File: config.mk
export PLATFORM = sky130hd
export DESIGN_NAME = kronos_rvc_aligner
export DESIGN_NICKNAME = d
export VERILOG_FILES = /design/src/rtl/kronos_types_pkg.sv /design/src/rtl/kronos_rvc_expander.sv /design/src/rtl/kronos_rvc_aligner.sv
export SDC_FILE = /design/constraint.sdc
export NUM_CORES = 1
export LEC_CHECK = 0
export BUFFER_PORTS_ARGS = -buffer_cell sky130_fd_sc_hd__buf_2
export CAP_MARGIN = 20
export CORE_ASPECT_RATIO = 0.7
export CORE_MARGIN = 2
export CORE_UTILIZATION = 50
export CTS_CLUSTER_SIZE = 25
export DETAILED_ROUTE_END_ITERATION = 8
export PLACE_DENSITY = 0.82
export SETUP_SLACK_MARGIN = 0.4
export SLEW_MARGIN = 40
export SYNTH_ARGS = -nofsm -noshare
export SYNTH_HDL_FRONTEND = slang
export SYNTH_SLANG_ARGS = --single-unit
File: constraint.sdc
create_clock -name clk -period 4.4 [get_ports clk]
set_input_delay 0.22 -clock clk [delete_from_list [all_inputs] [get_ports clk]]
set_output_delay 0.22 -clock clk [all_outputs]
set_load 0.005 [all_outputs]
File: src/rtl/kronos_types_pkg.sv
// rtl/kronos_types_pkg.sv - shared RVC/RV32I constants and aligner state type
//
// Purpose : constants shared by the RVC aligner and expander.
// Contents: RVC quadrant and funct3 codes, RV32I opcodes, aligner state enum,
//           and a helper that classifies a halfword as compressed.

package kronos_types;

   // RVC quadrants (instr[1:0]); 2'b11 marks a full 32-bit instruction
   localparam logic [1:0] RVC_Q0 = 2'b00;
   localparam logic [1:0] RVC_Q1 = 2'b01;
   localparam logic [1:0] RVC_Q2 = 2'b10;

   // RVC funct3 (instr[15:13]) codes
   localparam logic [2:0] C0_ADDI4SPN = 3'b000;
   localparam logic [2:0] C0_LW       = 3'b010;
   localparam logic [2:0] C0_SW       = 3'b110;
   localparam logic [2:0] C1_ADDI     = 3'b000;
   localparam logic [2:0] C1_JAL      = 3'b001;
   localparam logic [2:0] C1_LI       = 3'b010;
   localparam logic [2:0] C1_LUI      = 3'b011;
   localparam logic [2:0] C1_ALU      = 3'b100;
   localparam logic [2:0] C1_J        = 3'b101;
   localparam logic [2:0] C1_BEQZ     = 3'b110;
   localparam logic [2:0] C1_BNEZ     = 3'b111;
   localparam logic [2:0] C2_SLLI     = 3'b000;
   localparam logic [2:0] C2_LWSP     = 3'b010;
   localparam logic [2:0] C2_JR_MV    = 3'b100;
   localparam logic [2:0] C2_SWSP     = 3'b110;

   // RV32I major opcodes
   localparam logic [6:0] OP_LOAD   = 7'h03;
   localparam logic [6:0] OP_IMM    = 7'h13;
   localparam logic [6:0] OP_STORE  = 7'h23;
   localparam logic [6:0] OP_REG    = 7'h33;
   localparam logic [6:0] OP_LUI    = 7'h37;
   localparam logic [6:0] OP_BRANCH = 7'h63;
   localparam logic [6:0] OP_JALR   = 7'h67;
   localparam logic [6:0] OP_JAL    = 7'h6F;

   localparam logic [31:0] INSTR_NOP    = 32'h0000_0013;
   localparam logic [31:0] INSTR_EBREAK = 32'h0010_0073;

   typedef enum logic [1:0] {
      ST_EMPTY = 2'd0,
      ST_HALF  = 2'd1,
      ST_SKIP  = 2'd2
   } align_state_e;

   function automatic logic is_rvc(input logic [15:0] h);
      return h[1:0] != 2'b11;
   endfunction

endpackage

File: src/rtl/kronos_rvc_expander.sv
// rtl/kronos_rvc_expander.sv - combinational RV32C to RV32I expander
//
// Purpose : expand one 16-bit compressed instruction to its RV32I form.
// Ports   : c_instr  in  16  compressed halfword
//           instr    out 32  expanded instruction (zero-extended c_instr if illegal)
//           illegal  out 1   reserved/unsupported encoding

module kronos_rvc_expander
   import kronos_types::*;
(
   input  logic [15:0] c_instr,
   output logic [31:0] instr,
   output logic        illegal
);

   logic [4:0]  rd, rs2, rdp, rs1p;
   logic [11:0] imm6_sx, sp16_sx;
   logic [9:0]  addi4_imm, sp16_imm;
   logic [6:0]  lw_off;
   logic [7:0]  lwsp_off, swsp_off;
   logic [20:0] j_imm;
   logic [12:0] b_imm;
   logic [31:0] exp_w;
   logic        ill_w;

   assign rd        = c_instr[11:7];
   assign rs2       = c_instr[6:2];
   assign rdp       = {2'b01, c_instr[4:2]};
   assign rs1p      = {2'b01, c_instr[9:7]};
   assign imm6_sx   = {{6{c_instr[12]}}, c_instr[12], c_instr[6:2]};
   assign addi4_imm = {c_instr[10:7], c_instr[12:11], c_instr[5], c_instr[6], 2'b00};
   assign sp16_imm  = {c_instr[12], c_instr[4:3], c_instr[5], c_instr[2], c_instr[6], 4'b0000};
   assign sp16_sx   = {{2{c_instr[12]}}, sp16_imm};
   assign lw_off    = {c_instr[5], c_instr[12:10], c_instr[6], 2'b00};
   assign lwsp_off  = {c_instr[3:2], c_instr[12], c_instr[6:4], 2'b00};
   assign swsp_off  = {c_instr[8:7], c_instr[12:9], 2'b00};
   assign j_imm     = {{9{c_instr[12]}}, c_instr[12], c_instr[8], c_instr[10:9], c_instr[6],
                       c_instr[7], c_instr[2], c_instr[11], c_instr[5:3], 1'b0};
   assign b_imm     = {{4{c_instr[12]}}, c_instr[12], c_instr[6:5], c_instr[2],
                       c_instr[11:10], c_instr[4:3], 1'b0};

   always_comb begin
      exp_w = INSTR_NOP;
      ill_w = 1'b0;
      case (c_instr[1:0])
         RVC_Q0: case (c_instr[15:13])
            C0_ADDI4SPN: begin
               exp_w = {2'b00, addi4_imm, 5'd2, 3'b000, rdp, OP_IMM};
               ill_w = (addi4_imm == 10'd0);
            end
            C0_LW: exp_w = {5'b0, lw_off, rs1p, 3'b010, rdp, OP_LOAD};
            C0_SW: exp_w = {5'b0, lw_off[6:5], rdp, rs1p, 3'b010, lw_off[4:0], OP_STORE};
            default: ill_w = 1'b1;
         endcase
         RVC_Q1: case (c_instr[15:13])
            C1_ADDI: exp_w = {imm6_sx, rd, 3'b000, rd, OP_IMM};
            C1_JAL, C1_J: exp_w = {j_imm[20], j_imm[10:1], j_imm[11], j_imm[19:12],
                                   4'b0000, ~c_instr[15], OP_JAL};
            C1_LI: exp_w = {imm6_sx, 5'd0, 3'b000, rd, OP_IMM};
            C1_LUI: begin
               if (rd == 5'd2) begin
                  exp_w = {sp16_sx, 5'd2, 3'b000, 5'd2, OP_IMM};
                  ill_w = (sp16_imm == 10'd0);
               end else begin
                  exp_w = {{14{c_instr[12]}}, c_instr[12], c_instr[6:2], rd, OP_LUI};
                  ill_w = ({c_instr[12], c_instr[6:2]} == 6'd0);
               end
            end
            C1_ALU: case (c_instr[11:10])
               2'b00: begin
                  exp_w = {7'b0000000, c_instr[6:2], rs1p, 3'b101, rs1p, OP_IMM};
                  ill_w = c_instr[12];
               end
               2'b01: begin
                  exp_w = {7'b0100000, c_instr[6:2], rs1p, 3'b101, rs1p, OP_IMM};
                  ill_w = c_instr[12];
               end
               2'b10: exp_w = {imm6_sx, rs1p, 3'b111, rs1p, OP_IMM};
               default: begin
                  // instr[12]=1 selects the RV64-only SUBW/ADDW group
                  ill_w = c_instr[12];
                  case (c_instr[6:5])
                     2'b00:   exp_w = {7'b0100000, rdp, rs1p, 3'b000, rs1p, OP_REG};
                     2'b01:   exp_w = {7'b0000000, rdp, rs1p, 3'b100, rs1p, OP_REG};
                     2'b10:   exp_w = {7'b0000000, rdp, rs1p, 3'b110, rs1p, OP_REG};
                     default: exp_w = {7'b0000000, rdp, rs1p, 3'b111, rs1p, OP_REG};
                  endcase
               end
            endcase
            default: exp_w = {b_imm[12], b_imm[10:5], 5'd0, rs1p, 2'b00, c_instr[13],
                              b_imm[4:1], b_imm[11], OP_BRANCH};
         endcase
         RVC_Q2: case (c_instr[15:13])
            C2_SLLI: begin
               exp_w = {7'b0000000, c_instr[6:2], rd, 3'b001, rd, OP_IMM};
               ill_w = c_instr[12];
            end
            C2_LWSP: begin
               exp_w = {4'b0000, lwsp_off, 5'd2, 3'b010, rd, OP_LOAD};
               ill_w = (rd == 5'd0);
            end
            C2_JR_MV: begin
               if (!c_instr[12]) begin
                  if (rs2 == 5'd0) begin
                     exp_w = {12'd0, rd, 3'b000, 5'd0, OP_JALR};
                     ill_w = (rd == 5'd0);
                  end else begin
                     exp_w = {7'b0000000, rs2, 5'd0, 3'b000, rd, OP_REG};
                  end
               end else if (rs2 == 5'd0) begin
                  exp_w = (rd == 5'd0) ? INSTR_EBREAK : {12'd0, rd, 3'b000, 5'd1, OP_JALR};
               end else begin
                  exp_w = {7'b0000000, rs2, rd, 3'b000, rd, OP_REG};
               end
            end
            C2_SWSP: exp_w = {4'b0000, swsp_off[7:5], rs2, 5'd2, 3'b010, swsp_off[4:0], OP_STORE};
            default: ill_w = 1'b1;
         endcase
         default: ill_w = 1'b1;
      endcase
   end

   assign illegal = ill_w;
   assign instr   = ill_w ? {16'h0000, c_instr} : exp_w;

endmodule

File: src/rtl/kronos_rvc_aligner.sv
// rtl/kronos_rvc_aligner.sv - fetch-word aligner and RVC expansion stage
//
// Purpose : turn sequential 32-bit fetch words into one 32-bit instruction
//           per handshake, joining straddling instructions and expanding RVC.
// Ports   : clk, rst (async, active-high), flush/flush_pc redirect,
//           fetch_data/fetch_vld/fetch_rdy input stream,
//           instr_data/instr_pc/instr_compressed/instr_illegal/instr_vld/instr_rdy output.

module kronos_rvc_aligner
   import kronos_types::*;
#(
   parameter bit          EN_RVC    = 1'b1,
   parameter logic [31:0] BOOT_ADDR = 32'h0
)(
   input  logic        clk,
   input  logic        rst,
   input  logic        flush,
   input  logic [31:0] flush_pc,
   input  logic [31:0] fetch_data,
   input  logic        fetch_vld,
   output logic        fetch_rdy,
   output logic [31:0] instr_data,
   output logic [31:0] instr_pc,
   output logic        instr_compressed,
   output logic        instr_illegal,
   output logic        instr_vld,
   input  logic        instr_rdy
);

   localparam logic [31:0] BOOT_PC = BOOT_ADDR & ~32'h1;

   align_state_e state_q, state_d;
   logic [31:0]  pc_q, pc_d;
   logic [15:0]  hold_q, hold_d;
   logic [31:0]  data_q, data_d, opc_q, opc_d;
   logic         comp_q, comp_d, ill_q, ill_d, vld_q, vld_d;

   logic [15:0]  exp_in;
   logic [31:0]  exp_instr;
   logic         exp_illegal;
   logic         out_free, hold_rvc;

   // one expander serves both the fresh low half and the held high half
   assign exp_in = (state_q == ST_HALF) ? hold_q : fetch_data[15:0];

   kronos_rvc_expander u_expander (
      .c_instr (exp_in),
      .instr   (exp_instr),
      .illegal (exp_illegal)
   );

   assign out_free  = !vld_q || instr_rdy;
   assign hold_rvc  = (state_q == ST_HALF) && is_rvc(hold_q);
   // a compressed hold emits on its own, so that slot takes no fetch word
   assign fetch_rdy = out_free && !flush && !hold_rvc && !rst;

   always_comb begin
      state_d = state_q;
      pc_d    = pc_q;
      hold_d  = hold_q;
      data_d  = data_q;
      opc_d   = opc_q;
      comp_d  = comp_q;
      ill_d   = ill_q;
      vld_d   = vld_q && !instr_rdy;
      if (flush) begin
         vld_d   = 1'b0;
         pc_d    = flush_pc & ~32'h1;
         state_d = (EN_RVC && flush_pc[1]) ? ST_SKIP : ST_EMPTY;
      end else if (out_free) begin
         case (state_q)
            ST_EMPTY: if (fetch_vld) begin
               vld_d = 1'b1;
               opc_d = pc_q;
               if (EN_RVC && is_rvc(fetch_data[15:0])) begin
                  data_d  = exp_instr;
                  ill_d   = exp_illegal;
                  comp_d  = 1'b1;
                  hold_d  = fetch_data[31:16];
                  state_d = ST_HALF;
                  pc_d    = pc_q + 32'd2;
               end else begin
                  // only reachable with a non-32-bit low half when RVC is disabled
                  data_d = fetch_data;
                  ill_d  = is_rvc(fetch_data[15:0]);
                  comp_d = 1'b0;
                  pc_d   = pc_q + 32'd4;
               end
            end
            ST_HALF: if (hold_rvc) begin
               vld_d   = 1'b1;
               opc_d   = pc_q;
               data_d  = exp_instr;
               ill_d   = exp_illegal;
               comp_d  = 1'b1;
               state_d = ST_EMPTY;
               pc_d    = pc_q + 32'd2;
            end else if (fetch_vld) begin
               vld_d  = 1'b1;
               opc_d  = pc_q;
               data_d = {fetch_data[15:0], hold_q};
               ill_d  = 1'b0;
               comp_d = 1'b0;
               hold_d = fetch_data[31:16];
               pc_d   = pc_q + 32'd4;
            end
            ST_SKIP: if (fetch_vld) begin
               hold_d  = fetch_data[31:16];
               state_d = ST_HALF;
            end
            default: state_d = ST_EMPTY;
         endcase
      end
   end

   always_ff @(posedge clk or posedge rst) begin
      if (rst) begin
         state_q <= ST_EMPTY;
         pc_q    <= BOOT_PC;
         hold_q  <= 16'h0000;
         data_q  <= INSTR_NOP;
         opc_q   <= BOOT_PC;
         comp_q  <= 1'b0;
         ill_q   <= 1'b0;
         vld_q   <= 1'b0;
      end else begin
         state_q <= state_d;
         pc_q    <= pc_d;
         hold_q  <= hold_d;
         data_q  <= data_d;
         opc_q   <= opc_d;
         comp_q  <= comp_d;
         ill_q   <= ill_d;
         vld_q   <= vld_d;
      end
   end

   assign instr_data       = data_q;
   assign instr_pc         = opc_q;
   assign instr_compressed = comp_q;
   assign instr_illegal    = ill_q;
   assign instr_vld        = vld_q;

endmodule

After elaboration in Yosys (flattened, before gate mapping)
Index checks and enable logic that the tools add are counted.
- $add $sub $neg: 2
- equality and inequality tests: 26
- mux-type cells: 63
- bitwise logic cells: 2
- reductions and logical operators: 32
- operator list (cell ; count):
    2-to-1 mux 32 bit ; 15
    one-hot mux 32 bit (2 select lines) ; 3
    one-hot mux 32 bit (3 select lines) ; 2
    one-hot mux 32 bit (5 select lines) ; 1
    one-hot mux 32 bit (4 select lines) ; 1
    one-hot mux 31 bit (3 select lines) ; 1
    one-hot mux 30 bit (3 select lines) ; 1
    2-to-1 mux 16 bit ; 5
    one-hot mux 16 bit (3 select lines) ; 1
    adder 32 x 2 -> 32 bit (second input constant) ; 1
    adder 32 x 3 -> 32 bit (second input constant) ; 1
    2-to-1 mux 29 bit ; 1
    2-to-1 mux 25 bit ; 1
    2-to-1 mux 21 bit ; 1
    zero test 10 bit ; 2
    2-to-1 mux 1 bit ; 15
    inequality test 3 bit (second input constant) ; 5
    2-to-1 mux 2 bit ; 7
    zero test 5 bit ; 2
    inequality test 2 bit (second input constant) ; 5
    one-hot mux 1 bit (2 select lines) ; 5
    AND reduction 5 bit ; 2
    equality test 3 bit (second input constant) ; 3
    equality test 2 x 1 -> 1 bit (second input constant) ; 4
    21 further kinds ; 40
- bits in registers: 117
- logic and storage cells: 133

Longest topological paths before layout
- depth after elaboration: 12
- gate-level depth with buffers: 14
- gate-level depth less buffers: 8

Hierarchy
Synthesis repeated with hierarchy kept, for this count alone.
- cells, all modules: 859
- area total of the unflattened synthesis: 7588.5 sq um
- modules (own cells, without submodules) (module ; area an instance (sq um) ; cells each ; times used):
    kronos_rvc_aligner ; 5928.2 ; 579 ; 1
    kronos_rvc_expander ; 1660.3 ; 280 ; 1

Worst setup path before layout
OpenSTA, ideal clock, no wires.
- path kind: register to register
- start: register state_q[0]
- end: register data_q[12], in the netlist instr_data[12]
- stages on the path, launching flop included: 12
- library setup time: 0.134 ns
- required time: 4.266 ns
- path slack: 1.886 ns
- arrival time: 2.380 ns
- buffers on the path: 4
- cells stage by stage: dfrtp_1 > ha_1 > buf_6 > buf_6 > or4_1 > a22oi_2 > a32oi_1 > and3_1 > buf_6 > buf_6 > a21oi_2 > o31ai_2
- word-level cells in the longest chain between the ends: 11
- elaborated cells on any way between the ends: 53
- those cells by class: eq/ne: 16; mux: 22; reduce/logical: 15
- ends and longest elaborated chain (item ; line ; text):
    start, declared ; kronos_rvc_aligner.sv:32 ; align_state_e state_q, state_d;
    start signal, assigned ; kronos_rvc_aligner.sv:127 ; state_q <= state_d;
    equality test 2 x 1 -> 1 bit ; kronos_rvc_aligner.sv:44, kronos_rvc_aligner.sv:53, kronos_rvc_aligner.sv:71 ;
    2-to-1 mux 16 bit ; kronos_rvc_aligner.sv:44 ; assign exp_in = (state_q == ST_HALF) ? hold_q : fetch_data[15:0];
    equality test 2 bit, or another cell as far along ; kronos_rvc_expander.sv:82 ; case (c_instr[6:5])
    one-hot mux 31 bit (3 select lines), or another cell as far along ; kronos_rvc_expander.sv:82 ;
    one-hot mux 32 bit (3 select lines), or another cell as far along ; kronos_rvc_expander.sv:69 ; C1_ALU: case (c_instr[11:10])
    one-hot mux 32 bit (5 select lines), or another cell as far along ; kronos_rvc_expander.sv:55 ; RVC_Q1: case (c_instr[15:13])
    one-hot mux 32 bit (3 select lines) / one-hot mux 1 bit (3 select lines) (equally long branches) ; kronos_rvc_expander.sv:45 ; case (c_instr[1:0])
    2-to-1 mux 32 bit ; kronos_rvc_expander.sv:124 ; assign instr = ill_w ? {16'h0000, c_instr} : exp_w;
    2-to-1 mux 32 bit ; kronos_rvc_aligner.sv:75 ; if (EN_RVC && is_rvc(fetch_data[15:0])) begin
    2-to-1 mux 32 bit ; kronos_rvc_aligner.sv:72 ; ST_EMPTY: if (fetch_vld) begin
    one-hot mux 32 bit (2 select lines) ; kronos_rvc_aligner.sv:71 ; case (state_q)
    end signal, assigned ; kronos_rvc_aligner.sv:130 ; data_q <= data_d;
    end, declared ; kronos_rvc_aligner.sv:35 ; logic [31:0] data_q, data_d, opc_q, opc_d;
Several ways; a longest one is shown, not always the timed one. The select of a mux whose other input is x is not followed.
A chain may end at the register's enable or synchronous reset.

Final worst setup path
- start: register state_q[1]
- end: register data_q[7], in the netlist instr_data[7]
- word-level cells in the longest chain between the ends: 12
- elaborated cells on any way between the ends: 54
- those cells by class: eq/ne: 14; mux: 25; bitwise: 1; reduce/logical: 14
- ends and longest elaborated chain (item ; line ; text):
    equality test 2 x 1 -> 1 bit ; kronos_rvc_aligner.sv:44, kronos_rvc_aligner.sv:53, kronos_rvc_aligner.sv:71 ;
    2-to-1 mux 16 bit ; kronos_rvc_aligner.sv:44 ;
    zero test 5 bit ; kronos_rvc_expander.sv:100, kronos_rvc_expander.sv:106, kronos_rvc_expander.sv:111 ;
    2-to-1 mux 21 bit ; kronos_rvc_expander.sv:111 ; exp_w = (rd == 5'd0) ? INSTR_EBREAK : {12'd0, rd, 3'b000, 5'd1, OP_JALR};
    2-to-1 mux 32 bit ; kronos_rvc_expander.sv:110 ; end else if (rs2 == 5'd0) begin
    2-to-1 mux 32 bit ; kronos_rvc_expander.sv:103 ; if (!c_instr[12]) begin
    one-hot mux 32 bit (4 select lines) ; kronos_rvc_expander.sv:93 ; RVC_Q2: case (c_instr[15:13])
    one-hot mux 32 bit (3 select lines) ; kronos_rvc_expander.sv:45 ;
    2-to-1 mux 32 bit ; kronos_rvc_expander.sv:124 ;
    2-to-1 mux 32 bit ; kronos_rvc_aligner.sv:75 ;
    2-to-1 mux 32 bit ; kronos_rvc_aligner.sv:72 ;
    one-hot mux 32 bit (2 select lines) ; kronos_rvc_aligner.sv:71 ;
Several ways; a longest one is shown, not always the timed one. The select of a mux whose other input is x is not followed.

==> parameters.txt <==
Parameter                              Value

Run status
  Result of the run    finished, final reports clean

Yosys
  Number of enable-type register cells in the synthesized netlist    0
  Total standard cell area after synthesis    7700 um2
  Seq/Total Area, Yosys    37.7%
  Post-synth net total    886
  Top-area cell type share of the netlist area    36.7%
  Number of distinct library cells after synthesis    91
  Yosys top cell by area    dfrtp_1
  Cell types with the highest counts after synthesis    113 x dfrtp_1, 83 x nand2_1, 58 x mux2_2, 52 x nor2_1
  Most numerous cell in the Yosys netlist    dfrtp_1
  Mean area per synthesized cell    9.49 um2
  Ys async rst share    100%
  Post-synthesis sequential element count    116
  Top cells by area, synth    dfrtp_1 37%, mux2_2 8.5%, nand2_1 4.0%
  Number of instances in the synthesized netlist    812
  Yosys warning total    0
  Flip-flop cell with the highest count after synthesis    dfrtp_1

Floorplan
  Width of the chip    152 um
  Height of the die    108 um
  Standard-cell rows    37
  Count of boundary I/O pins    137
  Core region area    14900 um2
  DIE AREA    16400 um2
  Effective utilization at floorplan    51.8%

Critical path
  Type of element launching the critical path    register
  Element type at the critical path end    register
  Worst EP required    4710 ps
  Standard cell with the maximum stage delay on the critical path    nor4_1
  Worst-path cell chain    inv_1, ha_4, buf_4, or3_1, nand2_1, a32oi_1, nand3_1, nor4_1, o31ai_2
  Max Fanout on Critical Path    34
  Total buffers and inverters traversed by the critical path    2
  Crit path arrival time    4010 ps
  Category of the critical setup timing path    reg -> reg
  Stage delay of the slowest cell on the critical path    620 ps
  Kind of cell adding the most delay to the critical path    simple AND/OR/NAND/NOR gates

Clock tree
  Buffers inserted by post-CTS timing repair    0
  Buffer cell driving the clock tree root    clkbuf_16
  Clock input transition at the sequential cells of the worst setup and hold paths    60 ps
  Number of buffers inserted during clock tree synthesis    17
  Longest Clk Path Bufs    2
  CTS tree    built
  H-tree levels    4
  Clock latency at the later pin of the worst-skew pair    440 ps
  Number of sinks handled by clock tree synthesis    116

STA
  Max Slew Vio Count    0
  Final hold violation count    0
  Part of the cycle the worst path needs    84.0%
  Maximum clock rate    271 MHz
  Slew HR    44.2%
  Number of setup violations in the final report    0
  Setup TNS    0 ps
  Setup repair after global routing missed its margin    no
  Final critical path time including I/O delays and setup    3690 ps
  Fin Clk Skew    12.8 ps
  Pin slew with the least headroom to its limit    837 ps

Global route
  Number of global-route vias before repair    7095
  Maximum number of pins on one net before global-route repair    85
  Routing layer with the top usage in global route    met1
  Tot GR Track Use    33.5%
  Routing usage on met2    44.6%
  Met3 routing resource usage after global routing    15.0%
  Residual overflow from global routing    0
  Number of antenna violations at the first check in global routing    0
  Global Route met1 Usage    48.3%
  Wire length of the first global-routing pass    41.9 mm

Placement
  Final Wtd Congestion    1.16
  Cell total after placement    1101
  Estimated wirelength of the detail-placed design    19.5 mm
  Number of buffer cells added on primary ports    135

Detailed routing
  Number of nets still failing antenna checks after routing    0
  Length of the first detailed-routing pass in iterations    7
  Routed len/inst    24.2 um
  Vias    7687
  WL final    27.6 mm
  DRC errors left    0
  DR iter-0 viols    1232
  Number of vias per cell    6.75

Layout
  Post-route non-filler standard cell count    1138
  Area added between synthesis and finish    18.5%
  Fraction of final layout cells sized beyond drive strength 1    31.3%
  Net count of the finished layout    1003
  Layout filler cell count    1226

Job
  Number of max-cap violations    0

Min path
  Worst hold-check path type    in -> reg

Pwr
  Maximum vdd ir drop    0.000373 V
  Pwr Density    591 nW/um2
  Static leakage    3.73 nW
-- cells by family (layout without fill, tap and decap cells) --
logic type	after synthesis	count (layout)	share of synthesized area, %
adders and majority gates	5	5	0.812
xor gates and xnor gates	28	28	3.18
and+or+nand+nor	260	260	17.8
other	0	1	0
muxes	78	78	11.9
AOI/OAI and AO/OA	248	248	23.4
buffers and inverters	77	207	5.15
DFF	116	116	37.7
-- registers in the layout, indices dropped and copies added, names as in the netlist --
register	flops
pc_q	31
instr_vld	1
instr_data	32
instr_compressed	1
hold_q	16
state_q	2
instr_pc	32
instr_illegal	1
-- timing repair --
item | 4_1_cts | 5_1_grt
endpoints found under the setup margin | 0 | 6
hold endpoints to repair | 85 | 1
hold buffers | 3 | 1
gates resized for setup | 0 | 1
-- cell type report --
cell class                      instances  area (um2)  area share, %
Tap cell                              195         244           2.67
Inverter                                9        41.3          0.452
Clock inverter                         15         154           1.69
Sequential cell                       116        2910           31.8
Multi-Input combinational cell        619        4430           48.5
Clock buffer                           17         425           4.66
Timing Repair Buffer                  166         931           10.2
Antenna cell                            1        2.50         0.0274
-- worst paths after layout --
check,startpoint,endpoint,slack [ps],cells after the start
worst max-delay path,state_q[1]$_DFFE_PP0P_,instr_data[7]$_DFFE_PP0P_,710,9
min in group asynchronous,rst,instr_pc[29]$_DFFE_PP0P_,460,3
worst min register to register,instr_compressed$_DFFE_PP0P_,instr_compressed$_DFFE_PP0P_,480,2
max in group asynchronous,rst,instr_data[4]$_DFFE_PP1P_,3050,4
worst min-delay path,flush_pc[12],pc_q[12]$_DFFE_PP0P_,2,3
worst max register to register,state_q[1]$_DFFE_PP0P_,instr_data[7]$_DFFE_PP0P_,710,9
-- through the flow --
step                hold slack (ps)  utilization, %  instance area [um2]  setup slack (ps)  power [W]
finish                         1.93            61.5                 9130               706    0.00540
CTS                            1.34            61.3                 9100               701    0.00533
floorplan                       339               -                 7700              1110    0.00311
global route                   12.9            61.4                 9130               559    0.00566
global placement                430            57.1                 8490               742    0.00387
detailed placement              437            57.2                 8490               694    0.00393
-- worst min-delay path: cells and delay by family --
kind	cells	cell delay, ps
buf+inv	1	80
simple gates	1	40
compound gates	1	60
-- cells in the final DEF, fill, tap and decap left out, types with 5 or more instances in the layout --
| cell | instances |
|---|---|
| a211oi_1 | 8 |
| a21oi_1 | 39 |
| a21oi_2 | 5 |
| a221oi_1 | 19 |
| a22oi_1 | 7 |
| a31oi_1 | 15 |
| a32oi_1 | 5 |
| and3_1 | 6 |
| and4_1 | 5 |
| buf_2 | 135 |
| buf_4 | 26 |
| clkbuf_16 | 17 |
| dfrtp_1 | 113 |
| inv_1 | 8 |
| inv_6 | 9 |
| mux2_1 | 5 |
| mux2_2 | 58 |
| mux2i_1 | 8 |
| nand2_1 | 83 |
| nand3_1 | 24 |
| nand4_1 | 13 |
| nor2_1 | 52 |
| nor3_1 | 16 |
| nor4_1 | 9 |
| o211ai_1 | 14 |
| o21ai_0 | 39 |
| o21ai_1 | 15 |
| o221ai_1 | 7 |
| o22ai_1 | 8 |
| o311ai_1 | 8 |
| o31ai_1 | 12 |
| xnor2_1 | 7 |
| xor2_1 | 21 |
-- routing by layer --
layer	vias up	part of all wire [%]
met5	-	0
met1	3713	43
li1	3342	-
met4	0	2.6
met2	545	40
met3	87	14
-- power by group --
| part | total, W | switching [W] | leakage [nW] | internal, W |
|---|---|---|---|---|
| sequential | 0.00186 | 0.000374 | 1.40 | 0.00148 |
| clock | 0.00139 | 0.000595 | 0.277 | 0.000799 |
| combinational | 0.00215 | 0.00124 | 2.05 | 0.000909 |
| total | 0.00540 | 0.00221 | 3.73 | 0.00319 |
Note: power is estimated with default switching activity, not from simulation.
